**src/rtl/io_cmd_master_if.sv**
```systemverilog
// io_cmd_master_if
//   Bundles the three handshake groups of the IO command master:
//   - command port   : ACmdValid/ACmdReady plus write flag, address, size, data
//   - response port  : ARspValid/ARspReady plus read data, status, write echo
//   - IO bus         : address, write data, one-hot write/read strobes,
//                      read data, address acknowledge and address error
//   modport master : the view used by io_cmd_master itself
//   modport slave  : the view of whoever feeds commands and answers the bus
interface io_cmd_master_if;
    logic        ACmdValid;
    logic        ACmdReady;
    logic        ACmdWr;
    logic [15:0] ACmdAddr;
    logic [1:0]  ACmdSize;
    logic [63:0] ACmdData;

    logic        ARspValid;
    logic        ARspReady;
    logic [63:0] ARspData;
    logic [1:0]  ARspSts;
    logic        ARspWr;

    logic [15:0] AIoAddr;
    logic [63:0] AIoMosi;
    logic [3:0]  AIoWrSize;
    logic [3:0]  AIoRdSize;
    logic [63:0] AIoMiso;
    logic        AIoAddrAck;
    logic        AIoAddrErr;

    modport master (
        input  ACmdValid, ACmdWr, ACmdAddr, ACmdSize, ACmdData,
        input  ARspReady,
        input  AIoMiso, AIoAddrAck, AIoAddrErr,
        output ACmdReady,
        output ARspValid, ARspData, ARspSts, ARspWr,
        output AIoAddr, AIoMosi, AIoWrSize, AIoRdSize
    );

    modport slave (
        output ACmdValid, ACmdWr, ACmdAddr, ACmdSize, ACmdData,
        output ARspReady,
        output AIoMiso, AIoAddrAck, AIoAddrErr,
        input  ACmdReady,
        input  ARspValid, ARspData, ARspSts, ARspWr,
        input  AIoAddr, AIoMosi, AIoWrSize, AIoRdSize
    );
endinterface

```
**src/rtl/io_cmd_master.sv**
```systemverilog
// io_cmd_master
//   Initiator for the on-chip IO bus, used by the debug/boot path to reach
//   peripheral registers without the CPU. Takes one command at a time, drives
//   one bus access with a bounded wait for the address acknowledge, and returns
//   the read data and a status code on the response port.
// Ports
//   AClkH    : clock
//   AResetH  : synchronous active-high reset, honoured only on enabled edges
//   AClkHEn  : clock enable, state advances only when 1
//   bus      : command, response and IO bus signals (io_cmd_master_if.master)
//   AErrCnt  : saturating count of responses whose status is not ok
module io_cmd_master #(
    parameter int CWaitMax = 15,
    parameter int CErrCntW = 8
) (
    input  logic                AClkH,
    input  logic                AResetH,
    input  logic                AClkHEn,
    io_cmd_master_if.master     bus,
    output logic [CErrCntW-1:0] AErrCnt
);

    typedef enum logic [1:0] {
        ST_IDLE,
        ST_BUS,
        ST_RSP
    } state_t;

    localparam logic [1:0] STS_OK      = 2'b00;
    localparam logic [1:0] STS_ADDRERR = 2'b01;
    localparam logic [1:0] STS_TIMEOUT = 2'b10;

    state_t               state_q,    state_d;
    logic                 wr_q,       wr_d;
    logic [1:0]           size_q,     size_d;
    logic [7:0]           wait_q,     wait_d;
    logic [15:0]          io_addr_q,  io_addr_d;
    logic [63:0]          io_mosi_q,  io_mosi_d;
    logic [3:0]           wr_size_q,  wr_size_d;
    logic [3:0]           rd_size_q,  rd_size_d;
    logic                 rsp_valid_q, rsp_valid_d;
    logic [63:0]          rsp_data_q, rsp_data_d;
    logic [1:0]           rsp_sts_q,  rsp_sts_d;
    logic                 rsp_wr_q,   rsp_wr_d;
    logic [CErrCntW-1:0]  err_cnt_q,  err_cnt_d;

    logic                 do_exit;
    logic [1:0]           exit_sts;

    function automatic logic [63:0] size_mask(input logic [1:0] size);
        case (size)
            2'd0:    size_mask = 64'h0000_0000_0000_00FF;
            2'd1:    size_mask = 64'h0000_0000_0000_FFFF;
            2'd2:    size_mask = 64'h0000_0000_FFFF_FFFF;
            default: size_mask = 64'hFFFF_FFFF_FFFF_FFFF;
        endcase
    endfunction

    function automatic logic [3:0] size_onehot(input logic [1:0] size);
        size_onehot = 4'b0001 << size;
    endfunction

    // Next-state logic. The bus outputs are loaded on command acceptance so
    // the strobe is already registered in the first Bus cycle; every exit from
    // Bus clears the bus back to idle in the same edge that raises ARspValid.
    always_comb begin
        state_d     = state_q;
        wr_d        = wr_q;
        size_d      = size_q;
        wait_d      = wait_q;
        io_addr_d   = io_addr_q;
        io_mosi_d   = io_mosi_q;
        wr_size_d   = wr_size_q;
        rd_size_d   = rd_size_q;
        rsp_valid_d = rsp_valid_q;
        rsp_data_d  = rsp_data_q;
        rsp_sts_d   = rsp_sts_q;
        rsp_wr_d    = rsp_wr_q;
        err_cnt_d   = err_cnt_q;
        do_exit     = 1'b0;
        exit_sts    = STS_OK;

        case (state_q)
            ST_IDLE: begin
                if (bus.ACmdValid) begin
                    wr_d      = bus.ACmdWr;
                    size_d    = bus.ACmdSize;
                    wait_d    = 8'd0;
                    io_addr_d = bus.ACmdAddr;
                    if (bus.ACmdWr) begin
                        io_mosi_d = bus.ACmdData & size_mask(bus.ACmdSize);
                        wr_size_d = size_onehot(bus.ACmdSize);
                        rd_size_d = 4'b0000;
                    end else begin
                        io_mosi_d = 64'd0;
                        wr_size_d = 4'b0000;
                        rd_size_d = size_onehot(bus.ACmdSize);
                    end
                    state_d = ST_BUS;
                end
            end

            ST_BUS: begin
                // Error outranks acknowledge; the timeout only fires once the
                // responder has had CWaitMax+1 strobe cycles to answer.
                rsp_data_d = 64'd0;
                if (bus.AIoAddrErr) begin
                    do_exit  = 1'b1;
                    exit_sts = STS_ADDRERR;
                end else if (bus.AIoAddrAck) begin
                    do_exit  = 1'b1;
                    exit_sts = STS_OK;
                    if (!wr_q) begin
                        rsp_data_d = bus.AIoMiso & size_mask(size_q);
                    end
                end else if (wait_q == 8'(CWaitMax)) begin
                    do_exit  = 1'b1;
                    exit_sts = STS_TIMEOUT;
                end else begin
                    wait_d = wait_q + 8'd1;
                end

                if (do_exit) begin
                    io_addr_d   = 16'd0;
                    io_mosi_d   = 64'd0;
                    wr_size_d   = 4'b0000;
                    rd_size_d   = 4'b0000;
                    rsp_valid_d = 1'b1;
                    rsp_sts_d   = exit_sts;
                    rsp_wr_d    = wr_q;
                    state_d     = ST_RSP;
                    if (exit_sts != STS_OK && err_cnt_q != '1) begin
                        err_cnt_d = err_cnt_q + 1'b1;
                    end
                end else begin
                    rsp_data_d = rsp_data_q;
                end
            end

            ST_RSP: begin
                if (bus.ARspReady) begin
                    rsp_valid_d = 1'b0;
                    state_d     = ST_IDLE;
                end
            end

            default: begin
                state_d = ST_IDLE;
            end
        endcase
    end

    // State register. Disabled edges hold everything, including reset, so a
    // reset pulse only takes effect on an enabled edge.
    always_ff @(posedge AClkH) begin
        if (AClkHEn) begin
            if (AResetH) begin
                state_q     <= ST_IDLE;
                wr_q        <= 1'b0;
                size_q      <= 2'd0;
                wait_q      <= 8'd0;
                io_addr_q   <= 16'd0;
                io_mosi_q   <= 64'd0;
                wr_size_q   <= 4'b0000;
                rd_size_q   <= 4'b0000;
                rsp_valid_q <= 1'b0;
                rsp_data_q  <= 64'd0;
                rsp_sts_q   <= 2'b00;
                rsp_wr_q    <= 1'b0;
                err_cnt_q   <= '0;
            end else begin
                state_q     <= state_d;
                wr_q        <= wr_d;
                size_q      <= size_d;
                wait_q      <= wait_d;
                io_addr_q   <= io_addr_d;
                io_mosi_q   <= io_mosi_d;
                wr_size_q   <= wr_size_d;
                rd_size_q   <= rd_size_d;
                rsp_valid_q <= rsp_valid_d;
                rsp_data_q  <= rsp_data_d;
                rsp_sts_q   <= rsp_sts_d;
                rsp_wr_q    <= rsp_wr_d;
                err_cnt_q   <= err_cnt_d;
            end
        end
    end

    assign bus.ACmdReady = (state_q == ST_IDLE);
    assign bus.ARspValid = rsp_valid_q;
    assign bus.ARspData  = rsp_data_q;
    assign bus.ARspSts   = rsp_sts_q;
    assign bus.ARspWr    = rsp_wr_q;
    assign bus.AIoAddr   = io_addr_q;
    assign bus.AIoMosi   = io_mosi_q;
    assign bus.AIoWrSize = wr_size_q;
    assign bus.AIoRdSize = rd_size_q;
    assign AErrCnt       = err_cnt_q;

endmodule
```
**src/flat_wrapper.sv**
```systemverilog
// flat-port wrapper written by rule: the top's interface ports become plain ports
module io_cmd_master_flat 
#(
    parameter int CWaitMax = 15,
    parameter int CErrCntW = 8
)
  (AClkH, AResetH, AClkHEn, AErrCnt, bus_ACmdValid, bus_ACmdWr, bus_ACmdAddr, bus_ACmdSize, bus_ACmdData, bus_ARspReady, bus_AIoMiso, bus_AIoAddrAck, bus_AIoAddrErr, bus_ACmdReady, bus_ARspValid, bus_ARspData, bus_ARspSts, bus_ARspWr, bus_AIoAddr, bus_AIoMosi, bus_AIoWrSize, bus_AIoRdSize);
  io_cmd_master_if bus_i ();
  input  logic AClkH;
  input  logic AResetH;
  input  logic AClkHEn;
  output logic [CErrCntW-1:0] AErrCnt;
  input wire logic [$bits(bus_i.ACmdValid)-1:0] bus_ACmdValid;
  input wire logic [$bits(bus_i.ACmdWr)-1:0] bus_ACmdWr;
  input wire logic [$bits(bus_i.ACmdAddr)-1:0] bus_ACmdAddr;
  input wire logic [$bits(bus_i.ACmdSize)-1:0] bus_ACmdSize;
  input wire logic [$bits(bus_i.ACmdData)-1:0] bus_ACmdData;
  input wire logic [$bits(bus_i.ARspReady)-1:0] bus_ARspReady;
  input wire logic [$bits(bus_i.AIoMiso)-1:0] bus_AIoMiso;
  input wire logic [$bits(bus_i.AIoAddrAck)-1:0] bus_AIoAddrAck;
  input wire logic [$bits(bus_i.AIoAddrErr)-1:0] bus_AIoAddrErr;
  output wire logic [$bits(bus_i.ACmdReady)-1:0] bus_ACmdReady;
  output wire logic [$bits(bus_i.ARspValid)-1:0] bus_ARspValid;
  output wire logic [$bits(bus_i.ARspData)-1:0] bus_ARspData;
  output wire logic [$bits(bus_i.ARspSts)-1:0] bus_ARspSts;
  output wire logic [$bits(bus_i.ARspWr)-1:0] bus_ARspWr;
  output wire logic [$bits(bus_i.AIoAddr)-1:0] bus_AIoAddr;
  output wire logic [$bits(bus_i.AIoMosi)-1:0] bus_AIoMosi;
  output wire logic [$bits(bus_i.AIoWrSize)-1:0] bus_AIoWrSize;
  output wire logic [$bits(bus_i.AIoRdSize)-1:0] bus_AIoRdSize;
  assign bus_i.ACmdValid = bus_ACmdValid;
  assign bus_i.ACmdWr = bus_ACmdWr;
  assign bus_i.ACmdAddr = bus_ACmdAddr;
  assign bus_i.ACmdSize = bus_ACmdSize;
  assign bus_i.ACmdData = bus_ACmdData;
  assign bus_i.ARspReady = bus_ARspReady;
  assign bus_i.AIoMiso = bus_AIoMiso;
  assign bus_i.AIoAddrAck = bus_AIoAddrAck;
  assign bus_i.AIoAddrErr = bus_AIoAddrErr;
  assign bus_ACmdReady = bus_i.ACmdReady;
  assign bus_ARspValid = bus_i.ARspValid;
  assign bus_ARspData = bus_i.ARspData;
  assign bus_ARspSts = bus_i.ARspSts;
  assign bus_ARspWr = bus_i.ARspWr;
  assign bus_AIoAddr = bus_i.AIoAddr;
  assign bus_AIoMosi = bus_i.AIoMosi;
  assign bus_AIoWrSize = bus_i.AIoWrSize;
  assign bus_AIoRdSize = bus_i.AIoRdSize;
  io_cmd_master #(.CWaitMax(CWaitMax), .CErrCntW(CErrCntW)) u_core (.AClkH(AClkH), .AResetH(AResetH), .AClkHEn(AClkHEn), .bus(bus_i), .AErrCnt(AErrCnt));
endmodule
```
**config.mk**
```make
export PLATFORM = sky130hd
export DESIGN_NAME = io_cmd_master_flat
export DESIGN_NICKNAME = d
export VERILOG_FILES = /design/src/rtl/io_cmd_master_if.sv /design/src/rtl/io_cmd_master.sv /design/src/flat_wrapper.sv
export SDC_FILE = /design/constraint.sdc
export NUM_CORES = 1
export LEC_CHECK = 0
export BUFFER_PORTS_ARGS = -buffer_cell sky130_fd_sc_hd__buf_4
export CAP_MARGIN = 5
export CORE_ASPECT_RATIO = 0.5
export CORE_MARGIN = 4
export CORE_UTILIZATION = 45
export DETAILED_ROUTE_END_ITERATION = 8
export GPL_ROUTABILITY_DRIVEN = 0
export GPL_TIMING_DRIVEN = 0
export MAX_ROUTING_LAYER = met4
export PLACE_DENSITY = 0.77
export SLEW_MARGIN = 40
export SYNTH_ARGS = -nofsm -noshare
export SYNTH_HDL_FRONTEND = slang
export SYNTH_SLANG_ARGS = --single-unit
export TNS_END_PERCENT = 30
```
**constraint.sdc**
```tcl
create_clock -name AClkH -period 8.5 [get_ports AClkH]
set_input_delay 1.7 -clock AClkH [delete_from_list [all_inputs] [get_ports AClkH]]
set_output_delay 1.7 -clock AClkH [all_outputs]
set_load 0.01 [all_outputs]
```
# Word-level counts from Yosys, hierarchy flattened
# Cells that the tools add are included.
[word_totals] register_bits=177 latch_bits=0 mem_bits_rw=0 mem_bits_ro=0 inputBits=154 out_inout_bits=165 wordCells=110 memories=0
[op_classes] n_addsub=2 n_mul=0 n_div=0 magnitude_cmp=0 eq_ne=14 shift=1 mux=59 bitwise_logic=2 n_reduce_logical=19
[ops] cell="2-to-1 mux 64 bit" n=15
[ops] cell="case mux 64 bit (3 select lines)" n=2
[ops] cell="bitwise AND 64 bit" n=2
[ops] cell="case mux 64 bit (2 select lines)" n=1
[ops] cell="2-to-1 mux 8 bit" n=7
[ops] cell="2-to-1 mux 16 bit" n=2
[ops] cell="case mux 16 bit (2 select lines)" n=1
[ops] cell="2-to-1 mux 2 bit" n=11
[ops] cell="2-to-1 mux 4 bit" n=5
[ops] cell="adder 8 x 1 -> 8 bit, second input constant" n=2
[ops] cell="case mux 4 bit (2 select lines)" n=2
[ops] cell="case mux 8 bit (2 select lines)" n=1
[ops] cell="AND reduction 4 bit" n=4
[ops] cell="inequality test 3 bit, second input constant" n=5
[ops] cell="nonzero test 2 bit" n=6
[ops] cell="2-to-1 mux 1 bit" n=10
[ops] cell="== test 8 x 4 -> 1 bit, second input constant" n=1
[ops] cell="inequality test 8 bit, second input constant" n=1
[ops] cell="== test 2 x 1 -> 1 bit, second input constant" n=3
[ops] cell="== test 2 bit, second input constant" n=3
[ops] cell="logical NOT 2 bit" n=3
[ops] cell="case mux 2 bit (3 select lines)" n=1
[ops] cell="AND reduction 3 bit" n=2
[ops] cell="AND reduction 6 bit" n=1
[ops] cell="other kinds (5)" n=6

# Longest topological paths before layout
# Gate-level depths: netlist of run 1.
[depth] depth_word=12 mapped_depth=6 mapped_depth_nobuf=4

# Worst setup path before layout of run 1
# OpenSTA, ideal clock, no wires.
[synth_timing] path_kind="input-to-reg" start="input port AResetH" end="register u_core.io_addr_q[0], in the netlist u_core.bus.AIoAddr[0] (enable)" setup_ps=564 arrival_time_ps=6331 required_time_ps=7936 setup_slack_ps=1605 cell_stages=4 n_path_buf=0 cell_sequence="inv_1 nand2_1 inv_1 a21oi_1"
[synth_between] elab_chain_cells=2 word_cells_on_any_way=4 cone_classes="2 x eq/ne; 2 x reduce/logical"
[synth_rtl] item="start, declared" line_no="flat_wrapper.sv:10" rtl="input logic AResetH;"
[synth_rtl] item="inequality test 3 x 2 -> 1 bit (no line), or another cell as far along"
[synth_rtl] item="AND reduction 4 bit (no line) (*)"
[synth_rtl] item="end signal, assigned" line_no="io_cmd_master.sv:176" rtl="io_addr_q <= io_addr_d;"
[synth_rtl] item="end, declared" line_no="io_cmd_master.sv:37" rtl="logic [15:0] io_addr_q, io_addr_d;"
# Every way passes the cells marked *; elsewhere a longest branch is shown, timed or not.
# A chain may end at the register's enable or synchronous reset.

# Worst setup path in the final report of run 1
[layout_timing] start="input port AResetH" end="register u_core.io_mosi_q[29], in the netlist u_core.bus.AIoMosi[29] (enable)"
[layout_between] elab_chain_cells=2 word_cells_on_any_way=4 cone_classes="2 x eq/ne; 2 x reduce/logical"
[layout_rtl] item="inequality test 3 x 2 -> 1 bit (no line), or another cell as far along"
[layout_rtl] item="AND reduction 4 bit (no line) (*)"
[layout_rtl] item="end signal, assigned" line_no="io_cmd_master.sv:177" rtl="io_mosi_q <= io_mosi_d;"
[layout_rtl] item="end, declared" line_no="io_cmd_master.sv:38" rtl="logic [63:0] io_mosi_q, io_mosi_d;"
# Marks and branches as above.

==> out/qor.txt, run 1 <==
WORST SETUP PATH
----------------------------------------------------------------------------------------
Worst endpoint data arrival time ..........................................      3.39 ns
Launch point of the worst reg-to-reg path ................................. u_core.wait_q[4]$_SDFFCE_PP0P_
CP bufs+invs ..............................................................            6
Cell with the biggest individual delay on the critical path ...............      a21oi_4
Slowest cell delay on critical path .......................................      0.34 ns
Worst setup SP type .......................................................    input pin
Type of the worst setup path ..............................................       in2reg
Critical path cell sequence ............................................... buf_4, inv_1, nand2_1, inv_1, a21oi_4, buf_8, buf_8, buf_6
Worst endpoint required time ..............................................      8.63 ns
CP Capture Type ...........................................................    flip-flop
Critical Path Start .......................................................      AResetH
Crit path max fanout ......................................................           12
Kind of cell with the highest combined delay on the critical path ......... buffers and inverters

CLOCK TREE
----------------------------------------------------------------------------------------
Clock sinks ...............................................................          177
Cell at the root of the clock tree ........................................    clkbuf_16
Number of hold buffers added after cts ....................................            0
Number of buffers between clock root and the deepest sink .................            2
Clock tree from TritonCTS .................................................         done
Clock insertion delay at the later pin of the skew report .................      0.42 ns
Number of CTS-inserted buffers ............................................           17
Max H-tree Level ..........................................................            4
Clock slew seen by the registers of the worst setup and hold paths ........      0.07 ns
Setup Fix Bufs, Post-CTS ..................................................            0
# resized after CTS .......................................................            0

TIMING
----------------------------------------------------------------------------------------
Number of max-slew violations in the final report .........................            0
Remaining max-slew budget at the tightest pin .............................        48.8%
Min setup slack post-route ................................................      5.23 ns
Total setup violations reported at the end of the flow ....................            0
Worst clock skew ..........................................................    0.0131 ns
Tcrit/Tclk final ..........................................................        38.4%
Final-layout worst hold slack .............................................     0.658 ns
RSZ-0062 raised after global routing ......................................        false
Final number of hold-violating endpoints ..................................            0
F_max .....................................................................    0.306 GHz
Tmin final ................................................................      3.27 ns
Transition time of the tightest slew-check pin ............................     0.767 ns

FLOORPLANNING
----------------------------------------------------------------------------------------
Standard-cell row count ...................................................           31
Top Ports .................................................................          319
Standard cell core area ...................................................  0.0148 mm^2
Die height ................................................................      96.0 um
Initial core utilization ..................................................        47.1%
Die Span X ................................................................       184 um
Full die area .............................................................  0.0177 mm^2

SYNTH
----------------------------------------------------------------------------------------
Post-synthesis instance total .............................................          447
Share of async-settable or async-resettable flops after synthesis .........           0%
Post-synthesis instance area .............................................. 0.00697 mm^2
Mean instance size in the synthesized netlist .............................    15.6 um^2
Flop and latch count out of synthesis .....................................          177
Most instantiated flip-flop cell in the synthesis netlist .................     edfxtp_1
Sequential area share after synthesis .....................................        76.2%
Yosys Warn Count ..........................................................            0
Synthesized netlist net count .............................................          603
Number of different library cells in the post-synthesis netlist ...........           39
EDFF count, synth .........................................................          177

PWR
----------------------------------------------------------------------------------------
IR drop worst, VDD ........................................................     0.147 mV
P_leak ....................................................................      4.55 nW
Psw .......................................................................     0.476 mW
Net Sw Frac ...............................................................        22.9%
Power density over the cells ..............................................  200 mW/mm^2
PnR Total Power ...........................................................      2.08 mW
Part of the power in registers ............................................        49.6%
Power share of the combinational group ....................................        11.1%
Cell Int Power ............................................................      1.61 mW
Clock group share of total power ..........................................        39.2%

GRT
----------------------------------------------------------------------------------------
Met2 track demand over resource ...........................................        36.5%
Vias in the first global route ............................................         5007
Total GRT Usage ...........................................................        21.2%
Largest net degree at the start of global routing .........................           21
Most used routing layer ...................................................         met2
Number of antenna violations at the first check in global routing .........            1
GRT overflow ..............................................................            0
Global-route wire length before repair ....................................     27500 um
M1 GR Usage ...............................................................        25.1%
Met3 Usage GRT ............................................................        4.68%

DRT
----------------------------------------------------------------------------------------
Antenna-violating nets left ...............................................            0
Via-per-instance ratio ....................................................         4.98
Iter 0 DRT Violations .....................................................          251
Total routed wirelength ...................................................     19400 um
Number of search-and-repair iterations in the first detailed-routing pass .            4
Overall via count from detail_route .......................................         4999
Mean routed wirelength per cell ...........................................      19.3 um
Residual DRC ..............................................................            0

FINISH
----------------------------------------------------------------------------------------
Area taken by flip-flops and latches ...................................... 0.00532 mm^2
Fraction of layout cells with a size suffix above 1 .......................        46.6%
Fin cells .................................................................         1004
Number of nets in the layout ..............................................          949
Cell area after layout ....................................................  0.0104 mm^2
P&R area growth vs syn ....................................................        49.3%
Multi-input logic area .................................................... 0.00157 mm^2
Number of filler instances in the final layout ............................         1007

PLACED DESIGN
----------------------------------------------------------------------------------------
Placement-stage cell area ................................................. 0.00980 mm^2
Count of placed standard cells including taps .............................          972
Count of input and output buffers .........................................          318
Worst slack, placed .......................................................      4.76 ns
Final HPWL from detailed placement ........................................     14800 um

WORST HOLD PATH
----------------------------------------------------------------------------------------
Type of the most critical hold path .......................................      reg2reg
Min-delay src ............................................................. u_core.wait_q[0]$_SDFFCE_PP0P_

RUN
----------------------------------------------------------------------------------------
Max-Cap Viols .............................................................            0

STATUS
----------------------------------------------------------------------------------------
Result of the run ......................................................... finished, final reports clean

## layout by cell type (no fill, tap or decap), drive strengths merged, types with 2 or more instances in the layout
master | netlist | layout
or4 | 2 | 2
and3 | 59 | 59
and2 | 89 | 89
or3 | 5 | 5
nor4b | 3 | 3
clkinv | 0 | 2
o31ai | 2 | 2
clkbuf | 14 | 32
nand2 | 7 | 7
nor3 | 3 | 3
a21oi | 9 | 9
nand4 | 2 | 2
o21ba | 2 | 2
nor2 | 16 | 16
nand3 | 8 | 8
xnor2 | 3 | 3
xor2 | 3 | 3
ha | 2 | 2
nor4bb | 2 | 2
o21ai | 6 | 6
nor2b | 8 | 8
a31oi | 2 | 2
inv | 6 | 13
edfxtp | 177 | 177
buf | 6 | 333
nand2b | 2 | 2
bufinv | 0 | 3
## power groups by stage
stage / combinational [mW] / clock [mW] / sequential, mW
6_report: 0.232 / 0.817 / 1.03
5_1_grt: 0.248 / 0.866 / 1.04
4_1_cts: 0.233 / 0.829 / 1.03
3_5_place_dp: 0.232 / 0 / 1.05
3_3_place_gp: 0.213 / 0 / 1.06
2_1_floorplan: 0.0519 / 0 / 1.08
## per-layer routing
metal	part of all wire, %	vias up	wire (um)
met3	7.0	34	1350
met5	0	-	0
met1	39	2406	7550
met4	2.2	0	427
met2	52	206	10100
li1	-	2353	-
## cells by family (layout without fill, tap and decap cells)
family,after synthesis,in the layout,share of synthesized area (%)
AND/OR/NAND/NOR,209,209,18.4
adder cells (fa/ha/maj),2,2,0.359
flip-flops,177,177,76.2
XOR/XNOR,6,6,0.754
AO/OA/AOI/OAI,27,27,2.42
other,0,1,0
buffers and inverters,26,384,1.81
## sequential cells by signal, indices dropped and copies added (netlist names), 4 cells and up
register and cells:
u_core.bus.ARspData 64, u_core.bus.AIoMosi 64, u_core.bus.AIoRdSize 4, u_core.bus.AIoWrSize 4, u_core.wait_q 8, u_core.AErrCnt 8, u_core.bus.AIoAddr 16
## metrics by stage
step	TNS (ns)	utilization [%]
final	0	70.2
after global routing	0	70.2
after global placement	-35.59	64.8
after detailed placement	0	66.1
after CTS	0	70.2
after floorplan	0	-
## synthesized netlist by cell type (5+ instances only)
master | count | area [um^2]
a21oi_1 | 9 | 45.0
and2_1 | 89 | 557
and3_1 | 58 | 363
clkbuf_1 | 12 | 45.0
edfxtp_1 | 177 | 5320
inv_1 | 6 | 22.5
nand2_1 | 7 | 26.3
nand3_1 | 8 | 40.0
nor2_1 | 15 | 56.3
nor2b_1 | 8 | 50.1
o21ai_0 | 6 | 30.0
or3_1 | 5 | 31.3
## final cells by class
cell class                 count  share of cell area (%)
antenna                        1                  0.0240
buffer                        20                   0.998
clock buffer                  18                    4.12
clock inverter                13                    1.68
inverter                       6                   0.216
multi-input combinational    244                    15.1
sequential                   177                    51.1
tap                          198                    2.38
timing repair buffer         327                    24.4
## path summary, 6_finish.rpt
kind | cells past startpoint | slack [ns] | end
worst min register to register | 1 | 0.66 | u_core.wait_q[0]$_SDFFCE_PP0P_
worst min-delay path | 1 | 0.66 | u_core.wait_q[0]$_SDFFCE_PP0P_
worst max-delay path | 8 | 5.23 | u_core.bus.AIoMosi[29]$_SDFFCE_PP0P_
worst max register to register | 5 | 5.83 | u_core.bus.ARspData[58]$_SDFFCE_PP0P_
Note: power is estimated with default switching activity, not from simulation.
==> run 2: changes to the inputs <==
- CORE_UTILIZATION: 45 -> 42
- PLACE_DENSITY: 0.77 -> 0.76
- clock period: 8.5 -> 3 ns (I/O delays scaled with it)
==> run 2 against run 1 <==
Net effect:
- clock-buffer cell count fell by 1
- critical path depth unchanged
- clock skew is 0.0011 ns lower
- critical endpoint is now u_core.bus.AIoMosi[20]$_SDFFCE_PP0P_
- die area rose by 6.7%
==> out/qor.txt, run 2 (synthesized netlist as in run 1, its figures left out) <==
WORST SETUP PATH
----------------------------------------------------------------------------------------
Worst endpoint data arrival time ..........................................      2.66 ns   was 3.39 ns
Slowest cell delay on critical path .......................................      0.49 ns   was 0.34 ns
Type of the worst setup path ..............................................      reg2reg   was in2reg
CP Capture Type ...........................................................    flip-flop   unchanged
Worst setup SP type .......................................................    flip-flop   was input pin
Worst endpoint required time ..............................................      3.11 ns   was 8.63 ns
Critical path cell sequence ............................................... nor2b_1, buf_2, nand2_1, inv_1, a21oi_4, buf_8, buf_8, buf_8   was buf_4, inv_1, nand2_1, inv_1, a21oi_4, buf_8, buf_8, buf_6
Kind of cell with the highest combined delay on the critical path ......... buffers and inverters   unchanged
FF-to-FF path depth .......................................................            8   was 5
Top cell by count, worst path .............................................        buf_8
Crit path max fanout ......................................................           17   was 12
Cell with the biggest individual delay on the critical path ...............     edfxtp_1   was a21oi_4
CP bufs+invs ..............................................................            5   was 6
Logic depth of the worst setup path including buffers .....................            8   unchanged

DRT
----------------------------------------------------------------------------------------
Iter 0 DRT Violations .....................................................          268   was 251
Overall via count from detail_route .......................................         4913   was 4999
Mean routed wirelength per cell ...........................................      18.6 um   was 19.3 um
Via-per-instance ratio ....................................................         4.79   was 4.98
Number of search-and-repair iterations in the first detailed-routing pass .            5   was 4
Antenna-violating nets left ...............................................            0   unchanged
Total routed wirelength ...................................................     19100 um   was 19400 um
Residual DRC ..............................................................            0   unchanged

PLACED DESIGN
----------------------------------------------------------------------------------------
Worst slack, placed .......................................................     0.347 ns   was 4.76 ns
Final HPWL from detailed placement ........................................     14900 um   was 14800 um
Count of input and output buffers .........................................          318   unchanged

FINISH
----------------------------------------------------------------------------------------
Fraction of layout cells with a size suffix above 1 .......................        46.5%   was 46.6%
P&R area growth vs syn ....................................................        49.5%   was 49.3%
Number of nets in the layout ..............................................          949   unchanged
Number of filler instances in the final layout ............................         1165   was 1007
Commonest non-fill, non-tap cell in the layout ............................        buf_4   unchanged
Antenna cell count ........................................................            0   was 1
Most frequent cells in the layout ......................................... buf_4, edfxtp_1, and2_1   unchanged

GRT
----------------------------------------------------------------------------------------
Total GRT Usage ...........................................................        20.3%   was 21.2%
Vias in the first global route ............................................         5131   was 5007
GRT overflow ..............................................................            0   unchanged
Number of antenna violations at the first check in global routing .........            0   was 1
Largest net degree at the start of global routing .........................           21   unchanged
Global-route wire length before repair ....................................     28600 um   was 27500 um

TIMING
----------------------------------------------------------------------------------------
Min setup slack post-route ................................................     0.450 ns   was 5.23 ns
Transition time of the tightest slew-check pin ............................     0.756 ns   was 0.767 ns
Final number of hold-violating endpoints ..................................            0   unchanged
Worst clock skew ..........................................................    0.0119 ns   was 0.0131 ns
Total setup violations reported at the end of the flow ....................            0   unchanged
F_max .....................................................................    0.392 GHz
Fin Setup TNS .............................................................         0 ns   unchanged
RSZ-0062 raised after global routing ......................................        false   unchanged
Tmin final ................................................................      2.55 ns
Tcrit/Tclk final ..........................................................        85.0%
Remaining max-slew budget at the tightest pin .............................        49.2%   was 48.8%
Number of max-slew violations in the final report .........................            0   unchanged

FLOORPLANNING
----------------------------------------------------------------------------------------
Initial core utilization ..................................................        44.1%   was 47.1%
Die height ................................................................      99.1 um   was 96.0 um
Standard cell core area ...................................................  0.0158 mm^2   was 0.0148 mm^2
Top Ports .................................................................          319   unchanged
Die Span X ................................................................       190 um   was 184 um
Full die area .............................................................  0.0189 mm^2   was 0.0177 mm^2
Standard-cell row count ...................................................           32   was 31

CLOCK TREE
----------------------------------------------------------------------------------------
Max H-tree Level ..........................................................            4   unchanged
Clock sinks ...............................................................          177   unchanged
# resized after CTS .......................................................            0   unchanged
Clock tree from TritonCTS .................................................         done   unchanged
Number of hold buffers added after cts ....................................            0   unchanged
Setup Fix Bufs, Post-CTS ..................................................            0   unchanged
Clock slew seen by the registers of the worst setup and hold paths ........      0.07 ns   about the same
Number of CTS-inserted buffers ............................................           17   unchanged
Clock insertion delay at the later pin of the skew report .................      0.42 ns   about the same
Cell at the root of the clock tree ........................................    clkbuf_16   unchanged
Number of buffers between clock root and the deepest sink .................            2   unchanged

WORST HOLD PATH
----------------------------------------------------------------------------------------
Hold path cells ...........................................................            2   was 1
Type of the most critical hold path .......................................       in2reg   was reg2reg

PWR
----------------------------------------------------------------------------------------
IR drop worst, VDD ........................................................     0.417 mV   was 0.147 mV
Power density over the cells ..............................................  565 mW/mm^2   was 200 mW/mm^2
P_leak ....................................................................      4.54 nW   was 4.55 nW

STATUS
----------------------------------------------------------------------------------------
Result of the run ......................................................... finished, final reports clean   unchanged

RUN
----------------------------------------------------------------------------------------
Max-Cap Viols .............................................................            0   unchanged

## run 2: cell count changes in the layout (fill, tap and decap cells not counted), sizes merged
cell and delta:
inv -5, diode -1, bufinv +1, clkinv +4, clkbuf -1, clkinvlp +1
## run 2: routing by layer
layer | GRT usage (%) | vias up | share of wire, %
li1 | - | 2348 | -
met1 | 22.7 | 2366 | 38
met2 | 36.0 | 170 | 53
met3 | 5.40 | 29 | 6.7
met4 | 6.45 | 0 | 2.1
met5 | - | - | 0
## run 2: cell type report
| class | count | area [um^2] | share of cell area (%) |
|---|---|---|---|
| flip-flops and latches | 177 | 5320 | 51.0 |
| repair buffers | 327 | 2520 | 24.2 |
| clock inverters | 14 | 188 | 1.80 |
| plain buffers | 20 | 104 | 0.996 |
| well taps | 221 | 277 | 2.65 |
| clock buffers | 17 | 425 | 4.08 |
| inverters | 6 | 22.5 | 0.216 |
| multi-input cells | 244 | 1570 | 15.1 |
## run 2: worst paths after layout
check,startpoint,end,slack [ns]
hold reg to reg,u_core.wait_q[0]$_SDFFCE_PP0P_,u_core.wait_q[0]$_SDFFCE_PP0P_,0.62
hold / removal,bus_ACmdData[56],u_core.bus.AIoMosi[56]$_SDFFCE_PP0P_,0.46
setup reg to reg,u_core.state_q[0]$_SDFFCE_PP0P_,u_core.bus.AIoMosi[20]$_SDFFCE_PP0P_,0.45
setup / recovery,u_core.state_q[0]$_SDFFCE_PP0P_,u_core.bus.AIoMosi[20]$_SDFFCE_PP0P_,0.45
## run 2: per-stage QoR
stage | cells | area, um^2 | hold slack [ns] | utilization (%) | total power, mW
CTS | 1026 | 10400 | 0.442 | 65.9 | 5.94
floorplan | 447 | 7000 | 0.563 | - | 3.20
finish | 1026 | 10400 | 0.457 | 65.9 | 5.89
global placement | 986 | 9670 | 0.577 | 61.1 | 3.59
detailed placement | 995 | 9810 | 0.600 | 62.0 | 3.64
global route | 1026 | 10400 | 0.438 | 65.9 | 6.11
## run 2: where the power goes
part           internal, mW  switching (mW)
clock                  1.39           0.921
combinational         0.344           0.304
sequential             2.87          0.0535
## run 2: worst register-to-register path, cell delays in order (launching register included)
cell and delay, ns:
edfxtp_1 0.49, nor2b_1 0.19, buf_2 0.19, nand2_1 0.27, inv_1 0.17, a21oi_4 0.30
buf_8 0.23, buf_8 0.21, buf_8 0.20
==> run 3: changes to the inputs <==
- RECOVER_POWER: unset -> 100
==> run 3 against run 2 <==
Net effect:
- the run now ends with capacitance limit left
- clock skew rose by 0.0019 ns
- sequential power barely moved
- cell count did not move
- global-route usage did not move
==> out/qor.txt, run 3 (synthesized netlist as in run 1, its figures left out) <==
DRT
----------------------------------------------------------------------------------------
Number of search-and-repair iterations in the first detailed-routing pass .            4   was 5
Via-per-instance ratio ....................................................         4.80   was 4.79
Iter 0 DRT Violations .....................................................          268   unchanged
Total routed wirelength ...................................................     19200 um   was 19100 um
Overall via count from detail_route .......................................         4921   was 4913
Antenna-violating nets left ...............................................            0   unchanged
Residual DRC ..............................................................            0   unchanged
Mean routed wirelength per cell ...........................................      18.7 um   was 18.6 um

WORST HOLD PATH
----------------------------------------------------------------------------------------
Min-delay src ............................................................. bus_AIoMiso[12]   was bus_ACmdData[56]
Type of the most critical hold path .......................................       in2reg   unchanged
Hold path cells ...........................................................            2   unchanged

TIMING
----------------------------------------------------------------------------------------
Worst clock skew ..........................................................    0.0138 ns   was 0.0119 ns
F_max .....................................................................    0.369 GHz   was 0.392 GHz
Remaining max-slew budget at the tightest pin .............................        1.22%   was 49.2%
Fin Setup TNS .............................................................         0 ns   unchanged
Number of max-slew violations in the final report .........................            0   unchanged
Total setup violations reported at the end of the flow ....................            0   unchanged
Tcrit/Tclk final ..........................................................        90.4%   was 85.0%
RSZ-0062 raised after global routing ......................................        false   unchanged
Transition time of the tightest slew-check pin ............................      1.46 ns   was 0.756 ns
Final number of hold-violating endpoints ..................................            0   unchanged
Final-layout worst hold slack .............................................     0.456 ns   was 0.457 ns
Tmin final ................................................................      2.71 ns   was 2.55 ns

GRT
----------------------------------------------------------------------------------------
Number of antenna violations at the first check in global routing .........            0   unchanged
GRT overflow ..............................................................            0   unchanged
Global-route wire length before repair ....................................     28600 um   unchanged
Total GRT Usage ...........................................................        20.3%   unchanged
Vias in the first global route ............................................         5131   unchanged
Largest net degree at the start of global routing .........................           21   unchanged

FLOORPLANNING
----------------------------------------------------------------------------------------
Die Span X ................................................................       190 um   unchanged
Initial core utilization ..................................................        44.1%   unchanged
Standard cell core area ...................................................  0.0158 mm^2   unchanged
Full die area .............................................................  0.0189 mm^2   unchanged
Standard-cell row count ...................................................           32   unchanged
Die height ................................................................      99.1 um   unchanged
Top Ports .................................................................          319   unchanged

FINISH
----------------------------------------------------------------------------------------
Commonest non-fill, non-tap cell in the layout ............................     clkbuf_1   was buf_4
Number of nets in the layout ..............................................          949   unchanged
Most frequent cells in the layout ......................................... clkbuf_1, edfxtp_1, buf_4   was buf_4, edfxtp_1, and2_1
P&R area growth vs syn ....................................................        39.9%   was 49.5%
Antenna cell count ........................................................            0   unchanged
Final Core Density ........................................................        61.7%   was 65.9%
Fraction of layout cells with a size suffix above 1 .......................        24.6%   was 46.5%
Number of filler instances in the final layout ............................         1338   was 1165

PWR
----------------------------------------------------------------------------------------
PnR Total Power ...........................................................      5.79 mW   was 5.89 mW
P_leak ....................................................................      3.84 nW   was 4.54 nW
Power density over the cells ..............................................  593 mW/mm^2   was 565 mW/mm^2
IR drop worst, VDD ........................................................     0.418 mV   was 0.417 mV

PLACED DESIGN
----------------------------------------------------------------------------------------
Count of input and output buffers .........................................          318   unchanged
Final HPWL from detailed placement ........................................     14900 um   unchanged

CLOCK TREE
----------------------------------------------------------------------------------------
Clock sinks ...............................................................          177   unchanged
Clock tree from TritonCTS .................................................         done   unchanged
Number of CTS-inserted buffers ............................................           17   unchanged
Setup Fix Bufs, Post-CTS ..................................................            0   unchanged
Number of hold buffers added after cts ....................................            0   unchanged
# resized after CTS .......................................................            0   unchanged
Number of buffers between clock root and the deepest sink .................            2   unchanged
Clock insertion delay at the later pin of the skew report .................      0.42 ns   about the same
Cell at the root of the clock tree ........................................    clkbuf_16   unchanged
Max H-tree Level ..........................................................            4   unchanged
Clock slew seen by the registers of the worst setup and hold paths ........      0.07 ns   about the same

WORST SETUP PATH
----------------------------------------------------------------------------------------
FF-to-FF path depth .......................................................            5   was 8
Critical Path Start ....................................................... u_core.state_q[1]$_SDFFCE_PP0P_   was u_core.state_q[0]$_SDFFCE_PP0P_
CP Capture Type ...........................................................    flip-flop   unchanged
Type of the worst setup path ..............................................      reg2reg   unchanged
Crit path max fanout ......................................................           10   was 17
Critical path cell sequence ............................................... buf_2, nor2b_1, clkbuf_1, o21ai_0, a221oi_1   was nor2b_1, buf_2, nand2_1, inv_1, a21oi_4, buf_8, buf_8, buf_8
Cell with the biggest individual delay on the critical path ...............     a221oi_1   was edfxtp_1
Slowest cell delay on critical path .......................................      1.06 ns   was 0.49 ns
Launch point of the worst reg-to-reg path ................................. u_core.state_q[1]$_SDFFCE_PP0P_   was u_core.state_q[0]$_SDFFCE_PP0P_
Worst setup SP type .......................................................    flip-flop   unchanged
Worst endpoint data arrival time ..........................................      2.74 ns   was 2.66 ns
Worst endpoint required time ..............................................      3.03 ns   was 3.11 ns

RUN
----------------------------------------------------------------------------------------
Max-Cap Viols .............................................................            1   was 0

STATUS
----------------------------------------------------------------------------------------
Violated checks ........................................................... capacitance limit
Result of the run ......................................................... finished, violations left   was finished, final reports clean

[run 3: cell types whose count changed in the layout (fill, tap and decap cells not counted), sizes merged]
cell,delta
clkbuf,+169
buf,-169
[run 3: layout make-up]
class / instances / area [um^2] / area share (%)
clock inverters: 14 / 188 / 1.92
repair buffers: 327 / 1890 / 19.4
multi-input cells: 244 / 1540 / 15.8
plain buffers: 20 / 98.8 / 1.01
flip-flops and latches: 177 / 5320 / 54.5
inverters: 6 / 22.5 / 0.231
well taps: 221 / 277 / 2.84
clock buffers: 17 / 425 / 4.36
[run 3: critical path, delay by kind of cell (launching register included)]
family | cells | cell delay (ns)
flip-flops | 1 | 0.35
buffers and inverters | 2 | 0.56
AO/OA/AOI/OAI | 2 | 1.27
AND/OR/NAND/NOR | 1 | 0.15
[run 3: power by group]
group          internal, mW  switching, mW  total, mW
registers              2.87         0.0502       2.92
clock network          1.39          0.927       2.32
logic                 0.244          0.304      0.548
total                  4.51           1.28       5.79
[run 3: per-layer routing]
layer,global-route usage [%],part of all wire [%],vias to the layer above
met4,6.45,1.8,0
met1,22.7,39,2382
met3,5.40,6.7,27
met5,-,0,-
li1,-,-,2350
met2,36.0,53,162
[run 3: worst paths after layout]
path	endpoint	slack (ns)
worst min-delay path	u_core.bus.ARspData[12]$_SDFFCE_PP0P_	0.46
worst min register to register	u_core.bus.ARspWr$_SDFFCE_PP0P_	0.58
worst max-delay path	u_core.AErrCnt[5]$_SDFFCE_PP0P_	0.29
worst max register to register	u_core.AErrCnt[5]$_SDFFCE_PP0P_	0.29
[run 3: metrics by stage]
step	cells	worst slack [ns]	area [um^2]
6_report	1026	0.287	9750
5_1_grt	1026	0.173	9750
4_1_cts	1026	0.467	10400
3_5_place_dp	995	0.347	9810
3_3_place_gp	986	-0.855	9670
2_1_floorplan	447	0.0255	7000
